`src/rtl/multicycle_alu_control.sv`:
```
// Multicycle MIPS-subset control FSM: sequences fetch/decode/execute/memory/writeback,
// drives ALU op and datapath controls, and watches memory handshakes with a timeout.
module multicycle_alu_control #(
   parameter int WAIT_LIMIT = 255
) (
   input  logic       clk,
   input  logic       reset,
   input  logic [5:0] Opcode,
   input  logic [5:0] Funct,
   input  logic       Zero,
   input  logic       MemReady,
   output logic [3:0] ALUOperation,
   output logic       ALUSrcA,
   output logic [1:0] ALUSrcB,
   output logic       ExtZero,
   output logic       PCEn,
   output logic [1:0] PCSource,
   output logic       IorD,
   output logic       MemRead,
   output logic       MemWrite,
   output logic       IRWrite,
   output logic       RegWrite,
   output logic [1:0] RegDst,
   output logic [1:0] MemtoReg,
   output logic       Fault,
   output logic [1:0] FaultCause,
   output logic [3:0] State
);

   typedef enum logic [3:0] {
      S_IDLE     = 4'd0,
      S_FETCH    = 4'd1,
      S_DECODE   = 4'd2,
      S_EXEC_R   = 4'd3,
      S_RWB      = 4'd4,
      S_EXEC_I   = 4'd5,
      S_IWB      = 4'd6,
      S_MEM_ADDR = 4'd7,
      S_MEM_RD   = 4'd8,
      S_MEM_WB   = 4'd9,
      S_MEM_WR   = 4'd10,
      S_BRANCH   = 4'd11,
      S_JUMP     = 4'd12,
      S_JAL      = 4'd13,
      S_JR       = 4'd14,
      S_FAULT    = 4'd15
   } state_t;

   localparam logic [5:0] OP_RTYPE = 6'h00, OP_J    = 6'h02, OP_JAL = 6'h03;
   localparam logic [5:0] OP_BEQ   = 6'h04, OP_BNE  = 6'h05, OP_ADDI = 6'h08;
   localparam logic [5:0] OP_ANDI  = 6'h0C, OP_ORI  = 6'h0D, OP_LUI  = 6'h0F;
   localparam logic [5:0] OP_LW    = 6'h23, OP_SW   = 6'h2B;
   localparam logic [5:0] FN_SLL   = 6'h00, FN_SRL  = 6'h02, FN_JR   = 6'h08;
   localparam logic [5:0] FN_ADD   = 6'h20, FN_SUB  = 6'h22, FN_AND  = 6'h24;
   localparam logic [5:0] FN_OR    = 6'h25, FN_NOR  = 6'h27;

   localparam logic [3:0] ALU_ADD = 4'b0000, ALU_AND = 4'b0001, ALU_NOR = 4'b0011;
   localparam logic [3:0] ALU_OR  = 4'b0100, ALU_SLL = 4'b0101, ALU_SRL = 4'b0110;
   localparam logic [3:0] ALU_SUB = 4'b0111, ALU_BEQ = 4'b1000, ALU_BNE = 4'b1001;
   localparam logic [3:0] ALU_LUI = 4'b1010, ALU_LW  = 4'b1011, ALU_SW  = 4'b1100;

   localparam bit         WD_EN    = (WAIT_LIMIT != 0);
   localparam logic [7:0] WD_LAST  = 8'(WAIT_LIMIT - 1);

   state_t     r_state;
   state_t     w_next;
   logic [5:0] r_opcode;
   logic [5:0] r_funct;
   logic [7:0] r_wait_cnt;
   logic       w_wait_state;
   logic       w_timeout;

   function automatic state_t decode_target(input logic [5:0] op, input logic [5:0] fn);
      state_t s;
      s = S_FAULT;
      case (op)
         OP_RTYPE: begin
            case (fn)
               FN_ADD, FN_AND, FN_OR, FN_NOR, FN_SUB, FN_SLL, FN_SRL: s = S_EXEC_R;
               FN_JR:   s = S_JR;
               default: s = S_FAULT;
            endcase
         end
         OP_ADDI, OP_ANDI, OP_ORI, OP_LUI: s = S_EXEC_I;
         OP_LW, OP_SW:                     s = S_MEM_ADDR;
         OP_BEQ, OP_BNE:                   s = S_BRANCH;
         OP_J:                             s = S_JUMP;
         OP_JAL:                           s = S_JAL;
         default:                          s = S_FAULT;
      endcase
      return s;
   endfunction

   function automatic logic [3:0] rtype_code(input logic [5:0] fn);
      logic [3:0] c;
      case (fn)
         FN_AND:  c = ALU_AND;
         FN_OR:   c = ALU_OR;
         FN_NOR:  c = ALU_NOR;
         FN_SUB:  c = ALU_SUB;
         FN_SLL:  c = ALU_SLL;
         FN_SRL:  c = ALU_SRL;
         default: c = ALU_ADD;
      endcase
      return c;
   endfunction

   function automatic logic [3:0] itype_code(input logic [5:0] op);
      logic [3:0] c;
      case (op)
         OP_ANDI: c = ALU_AND;
         OP_ORI:  c = ALU_OR;
         OP_LUI:  c = ALU_LUI;
         default: c = ALU_ADD;
      endcase
      return c;
   endfunction

   assign w_wait_state = (r_state == S_FETCH) || (r_state == S_MEM_RD) || (r_state == S_MEM_WR);
   assign w_timeout    = WD_EN && w_wait_state && !MemReady && (r_wait_cnt == WD_LAST);

   always_comb begin
      w_next = r_state;
      case (r_state)
         S_IDLE:     w_next = S_FETCH;
         S_FETCH:    w_next = MemReady ? S_DECODE : (w_timeout ? S_FAULT : S_FETCH);
         S_DECODE:   w_next = decode_target(Opcode, Funct);
         S_EXEC_R:   w_next = S_RWB;
         S_EXEC_I:   w_next = S_IWB;
         S_MEM_ADDR: w_next = (r_opcode == OP_SW) ? S_MEM_WR : S_MEM_RD;
         S_MEM_RD:   w_next = MemReady ? S_MEM_WB : (w_timeout ? S_FAULT : S_MEM_RD);
         S_MEM_WR:   w_next = MemReady ? S_FETCH : (w_timeout ? S_FAULT : S_MEM_WR);
         S_RWB, S_IWB, S_MEM_WB, S_BRANCH, S_JUMP, S_JAL, S_JR: w_next = S_FETCH;
         S_FAULT:    w_next = S_FAULT;
         default:    w_next = S_FAULT;
      endcase
   end

   always_ff @(posedge clk or negedge reset) begin
      if (!reset) begin
         r_state    <= S_IDLE;
         r_opcode   <= 6'd0;
         r_funct    <= 6'd0;
         r_wait_cnt <= 8'd0;
      end else begin
         r_state <= w_next;
         if (r_state == S_DECODE) begin
            r_opcode <= Opcode;
            r_funct  <= Funct;
         end
         // Outside wait states the counter sits at 0, so every wait starts fresh.
         if (!w_wait_state || MemReady)
            r_wait_cnt <= 8'd0;
         else if (r_wait_cnt != 8'hFF)
            r_wait_cnt <= r_wait_cnt + 8'd1;
      end
   end

   always_comb begin
      ALUOperation = ALU_ADD;
      ALUSrcA      = 1'b0;
      ALUSrcB      = 2'b00;
      ExtZero      = 1'b0;
      PCEn         = 1'b0;
      PCSource     = 2'b00;
      IorD         = 1'b0;
      MemRead      = 1'b0;
      MemWrite     = 1'b0;
      IRWrite      = 1'b0;
      RegWrite     = 1'b0;
      RegDst       = 2'b00;
      MemtoReg     = 2'b00;
      Fault        = 1'b0;
      FaultCause   = 2'b00;
      case (r_state)
         S_FETCH: begin
            MemRead = 1'b1;
            ALUSrcB = 2'b01;
            IRWrite = MemReady;
            PCEn    = MemReady;
         end
         S_DECODE: ALUSrcB = 2'b11;
         S_EXEC_R: begin
            ALUSrcA      = 1'b1;
            ALUOperation = rtype_code(r_funct);
         end
         S_RWB: begin
            RegWrite = 1'b1;
            RegDst   = 2'b01;
         end
         S_EXEC_I: begin
            ALUSrcA      = 1'b1;
            ALUSrcB      = 2'b10;
            ExtZero      = (r_opcode == OP_ANDI) || (r_opcode == OP_ORI);
            ALUOperation = itype_code(r_opcode);
         end
         S_IWB: RegWrite = 1'b1;
         S_MEM_ADDR: begin
            ALUSrcA      = 1'b1;
            ALUSrcB      = 2'b10;
            ALUOperation = (r_opcode == OP_SW) ? ALU_SW : ALU_LW;
         end
         S_MEM_RD: begin
            MemRead = 1'b1;
            IorD    = 1'b1;
         end
         S_MEM_WB: begin
            RegWrite = 1'b1;
            MemtoReg = 2'b01;
         end
         S_MEM_WR: begin
            MemWrite = 1'b1;
            IorD     = 1'b1;
         end
         // The BNE ALU code raises Zero on inequality, so Zero alone decides "taken".
         S_BRANCH: begin
            ALUSrcA      = 1'b1;
            ALUOperation = (r_opcode == OP_BNE) ? ALU_BNE : ALU_BEQ;
            PCSource     = 2'b01;
            PCEn         = Zero;
         end
         S_JUMP: begin
            PCEn     = 1'b1;
            PCSource = 2'b10;
         end
         S_JAL: begin
            PCEn     = 1'b1;
            PCSource = 2'b10;
            RegWrite = 1'b1;
            RegDst   = 2'b10;
            MemtoReg = 2'b10;
         end
         S_JR: begin
            PCEn     = 1'b1;
            PCSource = 2'b11;
         end
         // Latched fields are always legal unless decode faulted, so they encode the cause.
         S_FAULT: begin
            Fault      = 1'b1;
            FaultCause = (decode_target(r_opcode, r_funct) == S_FAULT) ? 2'b01 : 2'b10;
         end
         default: ;
      endcase
   end

   assign State = r_state;

endmodule

```
`config.mk`:
```
export PLATFORM = sky130hd
export DESIGN_NAME = multicycle_alu_control
export DESIGN_NICKNAME = d
export VERILOG_FILES = /design/src/rtl/multicycle_alu_control.sv
export SDC_FILE = /design/constraint.sdc
export NUM_CORES = 1
export LEC_CHECK = 0
export BUFFER_PORTS_ARGS = -buffer_cell sky130_fd_sc_hd__buf_4
export CAP_MARGIN = 20
export CORE_MARGIN = 1.5
export CORE_UTILIZATION = 58
export CTS_CLUSTER_DIAMETER = 40
export DETAILED_ROUTE_END_ITERATION = 8
export PLACE_DENSITY = 0.82
export SYNTH_ARGS = -nofsm -noshare
export SYNTH_HDL_FRONTEND = slang
export SYNTH_SLANG_ARGS = --single-unit
```
`constraint.sdc`:
```
create_clock -name clk -period 2.8 [get_ports clk]
set_input_delay 0.56 -clock clk [delete_from_list [all_inputs] [get_ports clk]]
set_output_delay 0.56 -clock clk [all_outputs]
set_load 0.02 [all_outputs]
```
* Word-level counts from Yosys, hierarchy flattened
Cells that the tools add are included.
Word-level totals: register bits 24, input port bits 16, output and inout port bits 27, word-level logic and storage cells 122
Cells by class: add/subtract/negate cells 1, equal/unequal tests 52, multiplexer cells 35, reductions and logical operators 30
Operators with widths (count):
- equality test 6 bit (second input constant) | 14
- equality test 6 x 4 -> 1 bit (second input constant) | 10
- one-hot mux 4 bit (6 select lines) | 2
- equality test 4 bit (second input constant) | 9
- equality test 6 x 2 -> 1 bit (second input constant) | 6
- one-hot mux 4 bit (9 select lines) | 1
- equality test 6 x 3 -> 1 bit (second input constant) | 4
- zero test 6 bit | 4
- one-hot mux 3 bit (6 select lines) | 1
- equality test 4 x 3 -> 1 bit (second input constant) | 4
- 2-to-1 mux 4 bit | 4
- 2-to-1 mux 8 bit | 2
- one-hot mux 4 bit (2 select lines) | 2
- one-hot mux 4 bit (4 select lines) | 1
- OR reduction 2 bit | 8
- OR reduction 4 bit | 4
- OR reduction 7 bit | 2
- 2-to-1 mux 3 bit | 4
- one-hot mux 2 bit (3 select lines) | 2
- one-hot mux 4 bit (3 select lines) | 1
- 2-to-1 mux 1 bit | 9
- adder 8 x 1 -> 8 bit (second input constant) | 1
- equality test 4 x 2 -> 1 bit (second input constant) | 2
- equality test 8 bit (second input constant) | 1
- 12 further kinds | 20

* Depth between registers and ports, before layout
Gate-level depths: netlist of the first run.
depth after elaboration 8, depth in mapped cells 6

* Worst setup path before layout of the first run
No wires, ideal clock.
kind register to output, start point register r_state[3] (netlist: State[3]), end point output port FaultCause[1], arrival 1852 ps, path slack 388 ps, cell stages (with the launch flop) 6, path buffers 2, path through dfrtp_1 > clkbuf_1 > clkbuf_1 > nand2_1 > nor2_1 > and2_1
Between the ends: longest elaborated chain between the ends 2
RTL lines:
- start: declaration | line 65 | state_t r_state;
- start signal: assignment | line 146 | r_state <= w_next;
- equality test 4 bit | line 175 | case (r_state)
- 2-to-1 mux 2 bit | line 175
- end: declaration | line 26 | output logic [1:0] FaultCause,
No other way between the ends.

* Worst setup path after layout of the first run
start point register r_state[3] (netlist: State[3]), end point output port ALUOperation[2]
Between the ends: longest elaborated chain between the ends 2, elaborated cells between the ends (all ways) 5, those cells by class eq/ne: 4; mux: 1
RTL lines:
- equality test 4 bit, or another cell as far along | line 175
- one-hot mux 4 bit (4 select lines) (*) | line 175
- end: declaration | line 12 | output logic [3:0] ALUOperation,
Every way passes the cells marked *; elsewhere a longest branch is shown, timed or not.

==> flow_metrics.py, run 1 <==
metrics = {
    "power": {
        "pwr-share-clk_pct": 8.8,
        "power_density_mw_per_mm2": 881.4,
        "seqPwrFrac_pct": 34.9,
        "combPwrFrac_pct": 56.3,
        "intPower_mw": 1.047,
        "power_switching_uw": 955.4,
        "irDropWorstVdd_v": 0.0005577,
        "p_leak_nw": 1.011,
        "swShare_pct": 47.70,
    },
    "cts": {
        "clockBufferDepth": 2,
        "cts_hold_buf": 0,
        "clkSinkCount": 24,
        "clk-insertion-delay-late_ps": 300,
        "root_buffer": "clkbuf_4",
        "cts_made_buffers": 3,
        "h-tree-depth": 1,
        "cts-resized-gates": 0,
        "cts_tree": "built",
        "clk_pin_slew_ps": 120,
        "post_cts_buffers": 0,
    },
    "sta": {
        "period_share_pct": 89.49,
        "rsz0062_at_grt": "no",
        "tightest_slew_ps": 516.8,
        "setup_tns_ps": 0,
        "timing.slew.headroom_pct": 65.23,
        "setup_violations": 0,
        "final-hold-violation-count": 0,
        "finClkSkew_ps": 2.295,
        "slew_violations": 0,
        "finalWorstSetupSlack_ps": 294.2,
        "holdWs_ps": 124.7,
        "max_freq_ghz": 0.3991,
        "fin_crit_ps": 2506,
    },
    "setup_path": {
        "cpLargestDelayFamily": "simple AND/OR/NAND/NOR gates",
        "cp-start-kind": "flip-flop",
        "cp_slowest_cell": "nor4_1",
        "cp.required_ps": 2240,
        "max_stage_delay_ps": 550,
        "critPathCaptureType": "output port",
        "crit_arrival_ps": 1950,
        "path_cells": "nor4_1 > o21ai_1 > o21ai_0 > a32o_1 > buf_4",
        "criticalPathCategory": "reg2out",
        "crit_buf_inv": 1,
        "crit_fanout": 11,
    },
    "cells_and_area": {
        "nets": 297,
        "area_growth_pct": 20.11,
        "layout-drive-gt1-share_pct": 20.14,
        "fillers": 267,
        "n_antenna_cell": 0,
    },
    "global_route": {
        "met2_usage_pct": 43.48,
        "antenna_found_initial": 0,
        "grtUsageMet1_pct": 39.48,
        "grt_max_degree": 25,
        "grt_pass1_wl_um": 7507,
        "grt_pass1_vias": 1626,
        "gr-total-overflow": 0,
        "gr-usage-met3_pct": 1.732,
        "gr-usage-all-layers_pct": 27.24,
        "top_usage_layer": "met2",
    },
    "routing": {
        "drtPass1Iterations": 4,
        "drtIter0Drc": 163,
        "route.detailed.drc": 0,
        "route.vias.total": 1898,
        "ant_nets": 0,
        "wl_um": 4548,
        "drt-wirelength-per-cell_um": 14.12,
        "vias_per_cell": 5.894,
    },
    "floorplan": {
        "ios": 43,
        "die_h_um": 60.11,
        "die-area_mm2": 0.003613,
        "die_w_um": 60.11,
        "initial_utilization_pct": 61.46,
        "row_count": 20,
        "design.core.area_mm2": 0.003078,
    },
    "placed_design": {
        "place_hpwl_um": 3415,
        "place_ws_ps": 630.3,
        "io_buffer_count": 42,
        "routabilityCongestion": 0.8435,
    },
    "hold_path": {
        "hold_class": "in2async",
    },
    "logic_synthesis": {
        "synth_nets": 261,
        "ys.flop_type": "dfrtp_1",
        "synthesis.area_mm2": 0.001892,
        "synthTopCellsByCount": "nor2_1, nand2_1, dfrtp_1",
        "synth_area_leader_cell": "dfrtp_1",
        "ys_seq_elements": 24,
        "synthArstFlopShare_pct": 100.0,
        "syn_area_per_cell_um2": 7.785,
        "ys_warn_count": 0,
        "yosysUniqueCellTypes": 56,
        "synth.area.top_cells": "dfrtp_1, nor2_1, nand2_1",
        "synth_edf_count": 0,
        "yosysMostFrequentCell": "nor2_1",
        "ys_seq_area_share_pct": 31.75,
        "synth.top_cell.area_share_pct": 31.75,
        "synthCells": 243,
    },
    "run_status": {
        "status": "completed",
    },
    "job": {
        "drv_cap": 0,
    },
}
## area by class of cell
class / instances / area [um2] / area share [%]
Clock buffer: 4 / 36.28 / 1.597
Timing Repair Buffer: 47 / 352.8 / 15.53
Inverter: 8 / 30.03 / 1.322
Tap cell: 44 / 55.05 / 2.423
Sequential cell: 24 / 600.6 / 26.43
Multi-Input combinational cell: 195 / 1197 / 52.70
## power groups by stage
stage	clock network, mW	logic, mW	registers, mW
after global routing	0.200	1.25	0.730
final	0.176	1.13	0.700
after detailed placement	0	1.12	0.699
after global placement	0	1.11	0.688
after floorplan	0	0.828	0.607
after CTS	0.186	1.13	0.691
## cell families after synthesis
logic type	share of synthesized area, %
AND/OR/NAND/NOR	30.29
AO/OA/AOI/OAI	22.02
buffers and inverters	4.961
flip-flops	31.75
multiplexers	6.416
XOR/XNOR	3.241
adder cells (fa/ha/maj)	1.323
## routing by layer
metal  part of all wire (%)  up-vias
met3                    5.0        6
met2                     45       67
met4                    1.1        0
met1                     49      877
met5                      0        -
li1                       -      948
## through the flow
step                      utilization, %  area [um2]  instances  total power [mW]
after floorplan                        -        1892        243             1.434
after global placement             72.64        2236        318             1.793
after detailed placement           72.64        2236        318             1.822
after CTS                          73.82        2272        322             2.004
after global routing               73.82        2272        322             2.177
final                              73.82        2272        322             2.003
## cells in the final DEF, fill, tap and decap left out, types with 3 or more instances in the layout
cell / synthesis / final
nor3_1: 11 / 11
buf_4: 1 / 47
nand3_1: 9 / 9
o21ai_1: 6 / 6
inv_1: 8 / 8
dfrtp_1: 24 / 24
xor2_1: 3 / 3
nand2b_1: 8 / 8
a31oi_1: 3 / 3
nor2b_1: 5 / 5
nor2_1: 28 / 28
a21oi_1: 10 / 10
nand4_1: 3 / 3
nand2_1: 26 / 26
xnor2_1: 4 / 4
mux2_1: 8 / 8
a21o_1: 4 / 4
and3_1: 5 / 5
clkbuf_4: 0 / 3
o21ai_0: 15 / 15
## path summary, 6_finish.rpt
kind | to | startpoint | cells after the start | slack (ps)
max reg2reg | State[2] | State[3] | 5 | 960
min in group clk | r_funct[4] | Funct[4] | 2 | 480
min reg2reg | r_wait_cnt[3] | r_wait_cnt[3] | 2 | 610
max | ALUOperation[2] | State[3] | 5 | 290
min | r_funct[4] | reset | 1 | 120
max in group asynchronous | r_wait_cnt[1] | reset | 1 | 2440
## registers in the layout, indices dropped and copies added, names as in the netlist
name and count:
r_opcode 6, r_wait_cnt 8, State 4, r_funct 6
## worst reg2reg max path, cell delays in order, from the launching register on
cell	delay, ps
dfrtp_1	580
buf_4	250
mux2i_1	190
nand2_1	240
o311ai_1	340
a22o_1	190
No activity file was read; power rests on OpenSTA's default activity.
==> inputs of run 2 (changes only) <==
--- a/config.mk
+++ b/config.mk
@@ -8,10 +8,10 @@
 export BUFFER_PORTS_ARGS = -buffer_cell sky130_fd_sc_hd__buf_4
 export CAP_MARGIN = 20
 export CORE_MARGIN = 1.5
-export CORE_UTILIZATION = 58
+export CORE_UTILIZATION = 54
 export CTS_CLUSTER_DIAMETER = 40
 export DETAILED_ROUTE_END_ITERATION = 8
-export PLACE_DENSITY = 0.82
+export PLACE_DENSITY = 0.77
 export SYNTH_ARGS = -nofsm -noshare
 export SYNTH_HDL_FRONTEND = slang
 export SYNTH_SLANG_ARGS = --single-unit
==> constraint.sdc (replaced) <==
create_clock -name clk -period 2.4 [get_ports clk]
set_input_delay 0.48 -clock clk [delete_from_list [all_inputs] [get_ports clk]]
set_output_delay 0.48 -clock clk [all_outputs]
set_load 0.1 [all_outputs]
==> run 2 against run 1 <==
Against the previous run: first-iteration DRC count is 49% lower; via count is 4.3% higher; final area increased by 16%; combinational power is 130% higher; largest power group unchanged; routed wire length up 13%; total power grew 80%; non-clock buffer count up 12; register-to-register slack got worse by 360 ps; global-route usage is 1.5 points lower.
==> flow_metrics.py, run 2 (synthesis gave the netlist of run 1 again) <==
metrics = {
    "floorplan": {
        "die_h_um": 62.19,
        "die-area_mm2": 0.003868,
        "initial_utilization_pct": 56.69,
        "die_w_um": 62.19,
        "row_count": 21,
        "ios": 43,
        "design.core.area_mm2": 0.003337,
    },
    "setup_path": {
        "worstRegToRegCells": 7,
        "cp.required_ps": 1920,
        "criticalPathCategory": "reg2out",
        "ff2ff_setup_slack_ps": 600,
        "cp-start-kind": "flip-flop",
        "rr_startpoint": "State[2]",
        "crit_arrival_ps": 1860,
        "reg2reg_to": "State[2]",
        "crit_fanout": 11,
        "critPathCaptureType": "output port",
    },
    "cts": {
        "clkSinkCount": 24,
        "cts_tree": "built",
        "h-tree-depth": 1,
        "root_buffer": "clkbuf_4",
        "clk_pin_slew_ps": 130,
        "clk-insertion-delay-late_ps": 310,
        "cts_made_buffers": 3,
        "clockBufferDepth": 2,
    },
    "sta": {
        "tightest_slew_ps": 371.7,
        "finClkSkew_ps": 7.504,
        "rsz0062_at_grt": "yes",
        "max_freq_ghz": 0.4273,
        "setup_tns_ps": 0,
        "period_share_pct": 97.50,
        "final-hold-violation-count": 0,
        "slew_violations": 0,
        "timing.slew.headroom_pct": 74.58,
        "fin_crit_ps": 2340,
        "setup_violations": 0,
    },
    "cells_and_area": {
        "nets": 309,
        "finalInstanceArea_mm2": 0.002645,
        "reg_top3": "r_wait_cnt (8), r_funct (6), r_opcode (6)",
        "final_util_pct": 79.27,
        "final_common_cell": "buf_4",
        "fillers": 240,
        "n_antenna_cell": 0,
        "instances_no_fill": 336,
        "final_cell_mix": "buf_4, nand2_1, nor2_1, dfrtp_1, o21ai_0",
        "area_growth_pct": 39.82,
        "largest_reg_flops": 8,
        "top_register": "r_wait_cnt",
        "layout-drive-gt1-share_pct": 38.28,
    },
    "routing": {
        "vias_per_cell": 5.893,
        "wl_um": 5125,
        "route.vias.total": 1980,
        "drtPass1Iterations": 4,
        "drtIter0Drc": 83,
        "route.detailed.drc": 0,
        "ant_nets": 0,
        "drt-wirelength-per-cell_um": 15.25,
    },
    "job": {
        "drv_cap": 0,
    },
    "power": {
        "irDropWorstVdd_v": 0.0005567,
        "power_density_mw_per_mm2": 1365,
        "p_leak_nw": 1.103,
        "p_total_mw": 3.610,
    },
    "run_status": {
        "status": "completed",
    },
    "global_route": {
        "gr-total-overflow": 0,
        "gr-usage-all-layers_pct": 25.71,
        "antenna_found_initial": 0,
        "grt_max_degree": 25,
        "grt_pass1_wl_um": 8204,
        "grt_pass1_vias": 1811,
    },
    "placed_design": {
        "placedCellCount": 324,
        "routabilityCongestion": 0.8615,
        "post_dp_cell_area_mm2": 0.002429,
        "io_buffer_count": 42,
        "place_hpwl_um": 3548,
    },
    "hold_path": {
        "hold_class": "in2async",
    },
}
-- run 2: changes by cell type in the layout (fill, tap and decap cells not counted), moves of 3 or more --
| cell | change |
|---|---|
| buf_12 | +4 |
| nor2_1 | -8 |
| dfrtp_4 | +4 |
| o21ai_0 | -3 |
| nor3_4 | +3 |
| nor2_2 | +4 |
| buf_6 | +3 |
| buf_4 | +4 |
| dfrtp_1 | -10 |
| nor3_1 | -5 |
| nor2_4 | +4 |
| dfrtp_2 | +6 |
-- run 2: worst max path at each step --
stage / from / end / depth (start not counted)
detailed placement: r_funct[2] / FaultCause[1] / 6
finish: State[3] / ALUOperation[2] / 5
floorplan: State[2] / FaultCause[1] / 5
global route: r_opcode[0] / FaultCause[0] / 7
global placement: r_funct[2] / FaultCause[1] / 6
CTS: r_funct[3] / FaultCause[1] / 6
-- run 2: per-layer routing --
| layer | part of all wire [%] | GRT usage (%) |
|---|---|---|
| met4 | 2.6 | 10.56 |
| met1 | 47 | 36.55 |
| met3 | 3.0 | 1.993 |
| met5 | 0 | 0 |
| met2 | 48 | 40.90 |
-- run 2: area by class of cell --
cell class	count	area (um2)	area share, %
tap	46	57.56	2.176
clock buffer	4	26.28	0.9934
multi-input combinational	195	1396	52.79
sequential	24	623.1	23.56
inverter	8	30.03	1.135
timing repair buffer	59	511.7	19.35
-- run 2: power breakdown --
group | total (mW) | internal [mW] | switching, mW
logic | 2.58 | 0.840 | 1.74
registers | 0.845 | 0.572 | 0.273
clock network | 0.181 | 0.0650 | 0.116
-- run 2: what timing repair did --
action | in CTS | in global routing
pin swaps | 0 | 4
resized for setup | 11 | 24
buffers inserted | 2 | 6
endpoints found under the setup margin | 7 | 11
hold buffers | 0 | 0
-- run 2: stage by stage --
step / hold WS (ps) / worst slack, ps
final: 38.61 / 59.93
after global routing: 49.50 / -44.64
after CTS: 34.47 / 2.469
after detailed placement: 392.7 / 165.3
after global placement: 393.4 / 227.9
after floorplan: 184.4 / -309.1
-- run 2: worst max-delay path, cell delays in order (launching register included) --
cell and delay (ps):
dfrtp_4 560, nor4_4 360, o21ai_1 120, o21ai_1 120, a32o_4 230, buf_12 170
==> inputs of run 3 (changes only) <==
--- a/config.mk
+++ b/config.mk
@@ -8,10 +8,10 @@
 export BUFFER_PORTS_ARGS = -buffer_cell sky130_fd_sc_hd__buf_4
 export CAP_MARGIN = 20
 export CORE_MARGIN = 1.5
-export CORE_UTILIZATION = 54
+export CORE_UTILIZATION = 49
 export CTS_CLUSTER_DIAMETER = 40
 export DETAILED_ROUTE_END_ITERATION = 8
-export PLACE_DENSITY = 0.77
+export PLACE_DENSITY = 0.73
 export SYNTH_ARGS = -nofsm -noshare
 export SYNTH_HDL_FRONTEND = slang
 export SYNTH_SLANG_ARGS = --single-unit
==> constraint.sdc (replaced) <==
create_clock -name clk -period 1.9 [get_ports clk]
set_input_delay 0.38 -clock clk [delete_from_list [all_inputs] [get_ports clk]]
set_output_delay 0.38 -clock clk [all_outputs]
set_load 0.1 [all_outputs]
==> run 3 against run 2 <==
Against the previous run: the flow now stops in 5_1_grt; synthesized cell count unchanged; area after synthesis did not move.
==> flow_metrics.py, run 3 <==
metrics = {
    "logic_synthesis": {
        "synthCells": 243,
        "yosys.area_share.xor_xnor_pct": 3.241,
        "yosys.area_share.adder_pct": 1.323,
        "synthesis.area_mm2": 0.001892,
        "synth_nets": 261,
        "ys_seq_elements": 24,
        "synth.area.top_cells": "dfrtp_1, nor2_1, nand2_1",
        "synth-simple-area-share_pct": 30.29,
        "synthMuxAreaShare_pct": 6.415,
        "ys_seq_area_share_pct": 31.75,
        "yosysUniqueCellTypes": 56,
        "synthTopCellsByCount": "nor2_1, nand2_1, dfrtp_1",
        "syn_area_per_cell_um2": 7.785,
        "ys_warn_count": 0,
        "synth.top_cell.area_share_pct": 31.75,
        "ys.flop_type": "dfrtp_1",
        "yosysMostFrequentCell": "nor2_1",
        "synth_compound_area_share_pct": 22.02,
        "synthArstFlopShare_pct": 100.0,
        "synth_edf_count": 0,
        "synth_area_leader_cell": "dfrtp_1",
        "synth_top_family_by_area": "simple AND/OR/NAND/NOR gates",
    },
    "placed_design": {
        "placedCellCount": 357,
        "place_hpwl_um": 3901,
        "routabilityCongestion": 0.8519,
        "io_buffer_count": 42,
        "place_ws_ps": -173.3,
    },
    "run_status": {
        "error": "[ERROR DPL-0038] Utilization greater than 100%, impossible to legalize",
        "status": "aborted with a tool error",
        "lastStage": "5_1_grt",
    },
    "global_route": {
        "grt_max_degree": 25,
    },
    "floorplan": {
        "initial_utilization_pct": 51.29,
        "ios": 43,
        "row_count": 22,
        "die_w_um": 65.14,
        "die_h_um": 65.14,
    },
    "cts": {
        "clockBufferDepth": 2,
        "root_buffer": "clkbuf_8",
        "clkSinkCount": 24,
        "cts_made_buffers": 3,
        "h-tree-depth": 1,
    },
    "sta": {
        "worstEndpointType": "top-level output",
        "crit_endpoint": "FaultCause[1]",
    },
}
-- run 3: cell counts after synthesis --
Identical to the previous run, type by type.
-- run 3: logic make-up after synthesis --
group	after synthesis
buffers and inverters	24
AO/OA/AOI/OAI	63
XOR/XNOR	7
adder cells (fa/ha/maj)	2
AND/OR/NAND/NOR	112
multiplexers	11
flip-flops	24
-- run 3: stage by stage --
stage / util, % / instance area, um2
2_1_floorplan: - / 2198
3_3_place_gp: 73.91 / 2726
3_5_place_dp: 73.91 / 2726
4_1_cts: 92.94 / 3428
-- run 3: what timing repair did --
action,4_1_cts
hold buffers,1
hold endpoints to repair,24
cloned,2
setup endpoints to repair,22
gates resized for setup,109
buffers inserted,15
pin swaps,20
==> inputs of run 4 (changes only) <==
--- a/config.mk
+++ b/config.mk
@@ -8,10 +8,9 @@
 export BUFFER_PORTS_ARGS = -buffer_cell sky130_fd_sc_hd__buf_4
 export CAP_MARGIN = 20
 export CORE_MARGIN = 1.5
-export CORE_UTILIZATION = 49
-export CTS_CLUSTER_DIAMETER = 40
+export CORE_UTILIZATION = 40
 export DETAILED_ROUTE_END_ITERATION = 8
-export PLACE_DENSITY = 0.73
+export PLACE_DENSITY_LB_ADDON = 0.15
 export SYNTH_ARGS = -nofsm -noshare
 export SYNTH_HDL_FRONTEND = slang
 export SYNTH_SLANG_ARGS = --single-unit
==> constraint.sdc (replaced) <==
create_clock -name clk -period 2.5 [get_ports clk]
set_input_delay 0.5 -clock clk [delete_from_list [all_inputs] [get_ports clk]]
set_output_delay 0.5 -clock clk [all_outputs]
set_load 0.1 [all_outputs]
==> run 4 against run 3 <==
Against the previous run: the flow now finishes, with violations (DRC).
==> flow_metrics.py, run 4 (synthesis gave the netlist of run 1 again) <==
metrics = {
    "run_status": {
        "status": "finished, violations left",
        "violations": "DRC",
    },
    "floorplan": {
        "ios": 43,
        "die_w_um": 71.77,
        "die-area_mm2": 0.005151,
        "die_h_um": 71.77,
        "row_count": 24,
        "initial_utilization_pct": 42.57,
        "design.core.area_mm2": 0.004444,
    },
    "cells_and_area": {
        "area_growth_pct": 35.19,
        "top_register": "r_wait_cnt",
        "reg_top3": "r_wait_cnt (8), r_funct (6), r_opcode (6)",
        "final_cell_mix": "buf_4, nand2_1, nor2_1, dfrtp_1, o21ai_0",
        "nets": 302,
        "fillers": 438,
        "largest_reg_flops": 8,
        "n_antenna_cell": 0,
        "final_common_cell": "buf_4",
        "final_util_pct": 57.55,
        "layout-drive-gt1-share_pct": 33.22,
    },
    "setup_path": {
        "criticalPathCategory": "reg2out",
        "cpLargestDelayFamily": "flip-flops",
        "cp_slowest_cell": "dfrtp_1",
        "cp_num_cells": 6,
        "crit_fanout": 4,
        "max_stage_delay_ps": 400,
        "crit_buf_inv": 1,
        "path_cells": "mux2_2 > o22ai_1 > nand2_1 > a211oi_2 > and2_4 > buf_6",
        "critPathCaptureType": "output port",
        "worstRegToRegCells": 7,
        "cp.required_ps": 2000,
        "cp-start-kind": "flip-flop",
        "crit_arrival_ps": 1880,
    },
    "global_route": {
        "grt_pass1_vias": 1753,
        "grt_max_degree": 25,
        "grt_pass1_wl_um": 8224,
        "gr-total-overflow": 0,
        "antenna_found_initial": 0,
        "gr-usage-all-layers_pct": 19.47,
    },
    "job": {
        "drv_cap": 0,
    },
    "cts": {
        "root_buffer": "clkbuf_8",
        "clkSinkCount": 24,
        "h-tree-depth": 1,
        "clockBufferDepth": 2,
        "clk_pin_slew_ps": 80,
        "cts_tree": "built",
        "cts_made_buffers": 3,
        "cts_hold_buf": 0,
        "clk-insertion-delay-late_ps": 260,
    },
    "placed_design": {
        "place_hpwl_um": 3697,
        "routabilityCongestion": 0.8180,
        "io_buffer_count": 42,
    },
    "sta": {
        "setup_tns_ps": 0,
        "tightest_slew_ps": 412.6,
        "final-hold-violation-count": 0,
        "finClkSkew_ps": 5.338,
        "rsz0062_at_grt": "no",
        "max_freq_ghz": 0.4200,
        "fin_crit_ps": 2381,
        "timing.slew.headroom_pct": 71.78,
        "setup_violations": 0,
        "period_share_pct": 95.23,
        "slew_violations": 0,
    },
    "routing": {
        "route.detailed.drc": 7,
        "drtPass1Iterations": 6,
        "wl_um": 4755,
        "vias_per_cell": 5.675,
        "route.vias.total": 1901,
        "drtIter0Drc": 126,
        "ant_nets": 0,
        "drt-wirelength-per-cell_um": 14.19,
    },
    "power": {
        "irDropWorstVdd_v": 0.0005490,
        "p_leak_nw": 1.078,
        "p_total_mw": 3.348,
        "power_density_mw_per_mm2": 1309,
    },
    "hold_path": {
        "hold_class": "in2async",
    },
}
==> run 4: path summary, 6_finish.rpt <==
| kind | from | to | slack [ps] |
|---|---|---|---|
| worst max-delay path | r_funct[5] | FaultCause[1] | 120 |
| worst max register to register | State[2] | State[2] | 690 |
| worst min-delay path | reset | r_funct[1] | 130 |
| max in group asynchronous | reset | State[2] | 2110 |
| worst min register to register | r_opcode[4] | r_opcode[4] | 600 |
| min in group clk | Funct[4] | r_funct[4] | 470 |
==> run 4: power by group <==
part	switching, mW	leakage, nW	total [mW]	internal (mW)
combinational	1.61	0.750	2.31	0.699
sequential	0.243	0.299	0.785	0.542
clock	0.114	0.0288	0.254	0.140
==> run 4: per-layer routing <==
layer	global-route usage, %	part of all wire [%]	routed length [um]	vias up
li1	-	-	-	958
met1	28.21	47	2239	880
met2	32.00	47	2244	59
met3	2.110	5.2	249	4
met4	3.145	0.44	21	0
met5	0	0	0	-
==> run 4: timing repair <==
item,4_1_cts,5_1_grt
setup endpoints to repair,1,7
gates resized for setup,1,10
buffers inserted,0,2
gates cloned,0,0
pin swaps,0,0
==> run 4: per-stage QoR <==
| stage | instance area, um2 | hold WS [ps] | cells | setup slack (ps) |
|---|---|---|---|---|
| 2_1_floorplan | 2102 | 204.4 | 243 | -269.6 |
| 3_3_place_gp | 2445 | 418.5 | 329 | 301.4 |
| 3_5_place_dp | 2445 | 418.9 | 329 | 263.6 |
| 4_1_cts | 2504 | 132.8 | 333 | 1.639 |
| 5_1_grt | 2557 | 141.2 | 335 | 2.526 |
| 6_report | 2557 | 127.0 | 335 | 119.2 |
==> run 4: area by class of cell <==
| type | count | area [um2] | share of cell area, % |
|---|---|---|---|
| Inverter | 8 | 30.03 | 1.174 |
| Clock buffer | 4 | 55.05 | 2.153 |
| Tap cell | 52 | 65.06 | 2.544 |
| Multi-Input combinational cell | 195 | 1378 | 53.86 |
| Timing Repair Buffer | 52 | 412.9 | 16.14 |
| Sequential cell | 24 | 616.8 | 24.12 |
